$ cat config.mk
export PLATFORM = sky130hd
export DESIGN_NAME = aes_v3_lanes
export DESIGN_NICKNAME = d
export VERILOG_FILES = /design/src/rtl/aes_v3_lanes.sv
export SDC_FILE = /design/constraint.sdc
export NUM_CORES = 1
export LEC_CHECK = 0
export ABC_CLOCK_PERIOD_IN_PS = 20400
export BUFFER_PORTS_ARGS = -buffer_cell sky130_fd_sc_hd__buf_2
export CELL_PAD_IN_SITES_DETAIL_PLACEMENT = 1
export CELL_PAD_IN_SITES_GLOBAL_PLACEMENT = 1
export CORE_ASPECT_RATIO = 1.25
export CORE_MARGIN = 2
export CORE_UTILIZATION = 49
export CTS_BUF_LIST = sky130_fd_sc_hd__clkbuf_4 sky130_fd_sc_hd__clkbuf_8 sky130_fd_sc_hd__clkbuf_16
export DETAILED_ROUTE_END_ITERATION = 10
export GPL_TIMING_DRIVEN = 0
export PLACE_DENSITY = 0.86
export SLEW_MARGIN = 40
export SYNTH_ARGS = -nofsm -noshare
export SYNTH_HDL_FRONTEND = slang
export SYNTH_SLANG_ARGS = --single-unit
$ cat constraint.sdc
create_clock -name g_clk -period 20.4 [get_ports g_clk]
set_clock_uncertainty 0.2 [all_clocks]
set_input_delay 1.02 -clock g_clk [delete_from_list [all_inputs] [get_ports g_clk]]
set_output_delay 1.02 -clock g_clk [all_outputs]
set_load 0.02 [all_outputs]
$ cat src/rtl/aes_v3_lanes.sv
`default_nettype none
// +----------------------------------------------------------------------+
// | Module      : aes_v3_lanes                                           |
// | Description : Byte-lane AES SubBytes / MixColumns unit. Processes    |
// |               LANES bytes per beat over 4/LANES beats, with an      |
// |               optional inverse path selected by enc=0.               |
// | Revision    : 1.0 - initial release                                  |
// +----------------------------------------------------------------------+
module aes_v3_lanes #(
   parameter int DECRYPT_EN = 1,
   parameter int LANES      = 1
) (
   input  logic        g_clk,
   input  logic        g_resetn,
   input  logic        valid,
   input  logic        flush,
   input  logic        sub,
   input  logic        enc,
   input  logic [31:0] rs1,
   input  logic [31:0] rs2,
   output logic        ready,
   output logic        busy,
   output logic [31:0] rd
);

   localparam int         c_beats = 4 / LANES;
   localparam logic [1:0] c_last  = 2'(c_beats - 1);

   // Beat counter: IDLE doubles as beat 0, so the encoding equals the beat index.
   typedef enum logic [1:0] {
      IDLE  = 2'd0,
      BEAT1 = 2'd1,
      BEAT2 = 2'd2,
      BEAT3 = 2'd3
   } state_t;

   state_t      r_state;
   state_t      w_next;
   logic [31:0] r_res;
   logic [31:0] w_full;
   logic [1:0]  w_beat;
   logic        w_act;
   logic        w_final;
   logic [7:0]  w_sbin   [4];
   logic [7:0]  w_col    [4];
   logic [7:0]  w_lane   [LANES];
   logic [1:0]  w_lane_k [LANES];

   // ---------------- GF(2^8) helpers, polynomial 0x11b ----------------
   function automatic logic [7:0] xtime(input logic [7:0] a);
      return {a[6:0], 1'b0} ^ (a[7] ? 8'h1b : 8'h00);
   endfunction

   function automatic logic [7:0] gf_mul(input logic [7:0] a, input logic [7:0] b);
      logic [7:0] p;
      logic [7:0] x;
      p = 8'h00;
      x = a;
      for (int i = 0; i < 8; i++) begin
         if (b[i]) p = p ^ x;
         x = xtime(x);
      end
      return p;
   endfunction

   // Multiplicative inverse as a^254 (square-and-multiply); maps 0 to 0.
   function automatic logic [7:0] gf_inv(input logic [7:0] a);
      logic [7:0] sq;
      logic [7:0] acc;
      sq  = a;
      acc = 8'h01;
      for (int i = 1; i < 8; i++) begin
         sq  = gf_mul(sq, sq);
         acc = gf_mul(acc, sq);
      end
      return acc;
   endfunction

   function automatic logic [7:0] aff_fwd(input logic [7:0] a);
      return a ^ {a[6:0], a[7]} ^ {a[5:0], a[7:6]} ^ {a[4:0], a[7:5]}
               ^ {a[3:0], a[7:4]} ^ 8'h63;
   endfunction

   function automatic logic [7:0] aff_inv(input logic [7:0] a);
      return {a[6:0], a[7]} ^ {a[4:0], a[7:5]} ^ {a[1:0], a[7:2]} ^ 8'h05;
   endfunction

   function automatic logic [7:0] mix_fwd(input logic [7:0] a, input logic [7:0] b,
                                          input logic [7:0] c, input logic [7:0] d);
      return xtime(a) ^ xtime(b) ^ b ^ c ^ d;
   endfunction

   function automatic logic [7:0] mix_inv(input logic [7:0] a, input logic [7:0] b,
                                          input logic [7:0] c, input logic [7:0] d);
      return gf_mul(8'h0e, a) ^ gf_mul(8'h0b, b) ^ gf_mul(8'h0d, c) ^ gf_mul(8'h09, d);
   endfunction

   // ---------------- operand byte maps ----------------
   assign w_sbin[0] = rs1[7:0];
   assign w_sbin[1] = rs2[15:8];
   assign w_sbin[2] = rs1[23:16];
   assign w_sbin[3] = rs2[31:24];

   assign w_col[0]  = rs1[7:0];
   assign w_col[1]  = rs1[15:8];
   assign w_col[2]  = rs2[23:16];
   assign w_col[3]  = rs2[31:24];

   assign w_beat = r_state;

   // One S-box and one (or two) MixColumns byte units per lane.
   for (genvar l = 0; l < LANES; l++) begin : g_lane
      logic [1:0] w_k, w_k1, w_k2, w_k3;
      logic [7:0] w_x, w_inv_in, w_inv_out, w_sb, w_fmix, w_mix;

      // Byte index handled by this lane in the current beat (wraps mod 4).
      assign w_k  = w_beat * 2'(LANES) + 2'(l);
      assign w_k1 = w_k + 2'd1;
      assign w_k2 = w_k + 2'd2;
      assign w_k3 = w_k + 2'd3;

      assign w_x       = w_sbin[w_k];
      assign w_fmix    = mix_fwd(w_col[w_k], w_col[w_k1], w_col[w_k2], w_col[w_k3]);
      assign w_inv_out = gf_inv(w_inv_in);

      if (DECRYPT_EN != 0) begin : g_dec
         logic       w_inv;
         logic [7:0] w_imix;
         assign w_inv    = ~enc;
         assign w_imix   = mix_inv(w_col[w_k], w_col[w_k1], w_col[w_k2], w_col[w_k3]);
         // Forward and inverse S-box share the field inverter.
         assign w_inv_in = w_inv ? aff_inv(w_x) : w_x;
         assign w_sb     = w_inv ? w_inv_out : aff_fwd(w_inv_out);
         assign w_mix    = w_inv ? w_imix : w_fmix;
      end else begin : g_enc_only
         assign w_inv_in = w_x;
         assign w_sb     = aff_fwd(w_inv_out);
         assign w_mix    = w_fmix;
      end

      assign w_lane[l]   = sub ? w_sb : w_mix;
      assign w_lane_k[l] = w_k;
   end

   // Sequencing and handshake outputs; flush overrides everything.
   always_comb begin
      w_act   = g_resetn & (valid | (r_state != IDLE));
      w_final = (w_beat == c_last);
      ready   = w_act & w_final & ~flush;
      busy    = (r_state != IDLE);
      w_next  = r_state;
      if (flush) begin
         w_next = IDLE;
      end else if (w_act) begin
         if (w_final) w_next = IDLE;
         else         w_next = state_t'(w_beat + 2'd1);
      end
   end

   // Beat-counter state register.
   always_ff @(posedge g_clk or negedge g_resetn) begin
      if (!g_resetn) r_state <= IDLE;
      else           r_state <= w_next;
   end

   // Merge the current beat's lane bytes over the earlier registered bytes.
   always_comb begin
      w_full = r_res;
      for (int l = 0; l < LANES; l++) begin
         w_full[{w_lane_k[l], 3'b000} +: 8] = w_lane[l];
      end
   end

   // Capture partial results in non-final beats; drop them on flush.
   always_ff @(posedge g_clk or negedge g_resetn) begin
      if (!g_resetn)                r_res <= 32'h0;
      else if (flush)               r_res <= 32'h0;
      else if (w_act && !w_final)   r_res <= w_full;
   end

   assign rd = ready ? w_full : 32'h0;

endmodule
`default_nettype wire

==> impl_metrics.ini <==
[status]
status = completed

[yosys]
netlist_instances = 2607
synth_area_per_cell_sq_um = 7.58
synthArstFlopShare = 1.00
synthFlopType = dfrtp_1
synth_edf_count = 0
yosysWarnings = 0
syn-num-nets = 2689
yosysSeqAreaShare = 0.0329
netlist_area_sq_um = 19800
synth_seq_cells = 26
synth_cell_types = 102

[timing]
setup_viol = 0
period_needed_ps = 20290
slew_violations = 0
relSlewSlack = 0.311
fmax_mhz = 49.3
worst_slew_pin_slew_ps = 1030
hold_viol_final = 0
finalCritPeriodShare = 0.995

[global_route]
grt_pass1_wl_um = 118000
grt_pass1_vias = 22200
met2_usage = 0.642
busiest_layer = met2
grt_util_met1 = 0.383
grtUsageMet3 = 0.0255
track_usage = 0.344
grt_max_degree = 28
grt_overflow = 0
antenna_found_initial = 1

[routing]
wire_per_inst_um = 24.4
vias = 21700
drc = 0
drtIter0Drc = 1613
drt.antenna.violating_nets = 0
via_per_inst = 6.61
totalWireLength_um = 80100
drt_pass1_iterations = 7

[placement]
place.gp.congestion = 0.940
dp_hpwl_um = 57000
port_buffers = 87
place_area_sq_um = 20900

[floorplanning]
initial_utilization = 0.495
die_x_um = 184
placementRows = 82
dieArea_sq_um = 42000
ios = 104
core_area_sq_um = 39900
die-height_um = 229

[layout]
nFillCells = 4948
syn2layout_area_growth_pct = 16.1
multi_input_area_sq_um = 19600
regArea_sq_um = 651
layout.nets = 2857
final_cell_mix = xnor2_1 (391), nor2_1 (374), nand2_1 (285)
layout_commonest_cell = xnor2_1
fin_area_sq_um = 22900
final_layout_size_suffix_gt1_frac = 0.207

[worst_setup_path]
cp_slowest_stage_delay_ps = 590
cp_common_cell = xnor2_1
worstPathBufferInverterCount = 12
cp_slowest_cell = xnor3_2
arrival_ps = 19070
crit_required_ps = 19180
critPathTopFamily = XOR/XNOR gates
cp-start-kind = primary input
worstSetupEndpointType = output pin
path_max_fanout = 10
crit_type = primary input to output pin

[clocking]
path_clk_slew_ps = 70
cts_tree = built
cts_root_buf = clkbuf_16
cts.sinks = 26
clock_latency_ps = 270
cts_buffer_depth = 2
cts_buffers = 3
cts-htree-levels = 1

[min_path]
hp-class = flop to flop

[flow_run]
max_cap_viol_count = 0
-- worst min-delay path, delay by kind of cell (launching register included) --
kind	cells	cell delay, ps
compound gates	1	60
simple gates	1	50
flops	1	350
-- metrics by stage --
| step | setup TNS, ps | instances | utilization | worst slack [ps] | hold WS [ps] |
|---|---|---|---|---|---|
| after global routing | -12500 | 3278 | 0.575 | -564 | 333 |
| final | 0 | 3279 | 0.575 | 106 | 300 |
| after CTS | 0 | 3225 | 0.544 | 68.5 | 300 |
| after detailed placement | -130770 | 3198 | 0.524 | -3020 | 276 |
| after floorplan | 0 | 2607 | - | 1330 | 255 |
| after global placement | -105920 | 3198 | 0.522 | -2530 | 269 |
-- synthesized netlist by cell type, types with 15 or more instances --
cell type | instances | area, sq um
xnor2_1 | 438 | 3840
nor2_1 | 380 | 1430
nand2_1 | 289 | 1080
a21oi_1 | 136 | 681
xor2_1 | 119 | 1040
o21ai_0 | 105 | 526
clkbuf_1 | 101 | 379
xnor3_1 | 83 | 1870
mux2i_1 | 71 | 711
nor3_1 | 71 | 355
nand3_1 | 65 | 325
o21ai_1 | 48 | 240
o22ai_1 | 43 | 269
buf_2 | 42 | 210
xnor2_2 | 35 | 569
mux4_2 | 34 | 766
o211ai_1 | 28 | 210
dfrtp_1 | 26 | 651
a31oi_1 | 25 | 156
a211oi_1 | 24 | 180
inv_1 | 21 | 78.8
or3_1 | 20 | 125
o21a_1 | 18 | 135
o221ai_1 | 18 | 158
a22oi_1 | 16 | 120
buf_1 | 15 | 56.3
-- sequential cells by signal, indices dropped and copies added, names as in the netlist --
name	count
r_res	24
r_state	2
-- final timing paths --
kind	from	end	slack, ps	cells past startpoint
setup reg to reg	r_state[0]	r_res[10]	1480	70
hold / removal	r_res[3]	r_res[3]	300	2
max in group asynchronous	g_resetn	r_res[0]	19030	1
hold reg to reg	r_res[3]	r_res[3]	300	2
min in group asynchronous	g_resetn	r_res[7]	560	1
setup / recovery	rs2[25]	rd[10]	110	70
-- kinds of logic (layout without fill, tap and decap cells) --
logic type	after synthesis	in the layout	share of synthesized area
flip-flops	26	26	0.0329
AO/OA/AOI/OAI	588	588	0.196
adder cells (fa/ha/maj)	12	12	0.00760
buffers and inverters	201	368	0.0437
other	0	1	0
multiplexers	124	124	0.0865
XOR/XNOR	726	726	0.429
AND/OR/NAND/NOR	930	930	0.205
-- timing repair --
item	in CTS	in global routing
buffers inserted	24	52
hold buffers	0	0
pin swaps	25	42
cloned	0	1
gates resized for setup	98	157
setup endpoints to repair	56	47
-- final cells by class --
class	instances	share of cell area
multi-input cells	2380	0.852
clock buffers	3	0.00327
well taps	504	0.0275
diodes	1	0.000109
repair buffers	164	0.0456
clock inverters	1	0.00131
flip-flops and latches	26	0.0284
plain buffers	169	0.0362
inverters	31	0.00524
-- metal layers --
metal / vias to the layer above / share of wire
li1: 9472 / -
met1: 10700 / 0.37
met2: 1077 / 0.51
met3: 405 / 0.056
met4: 0 / 0.066
met5: - / 0
Power is left out: the tool's default activity adds up to more than one toggle a clock period on the data nets, which glitch-free logic cannot reach.
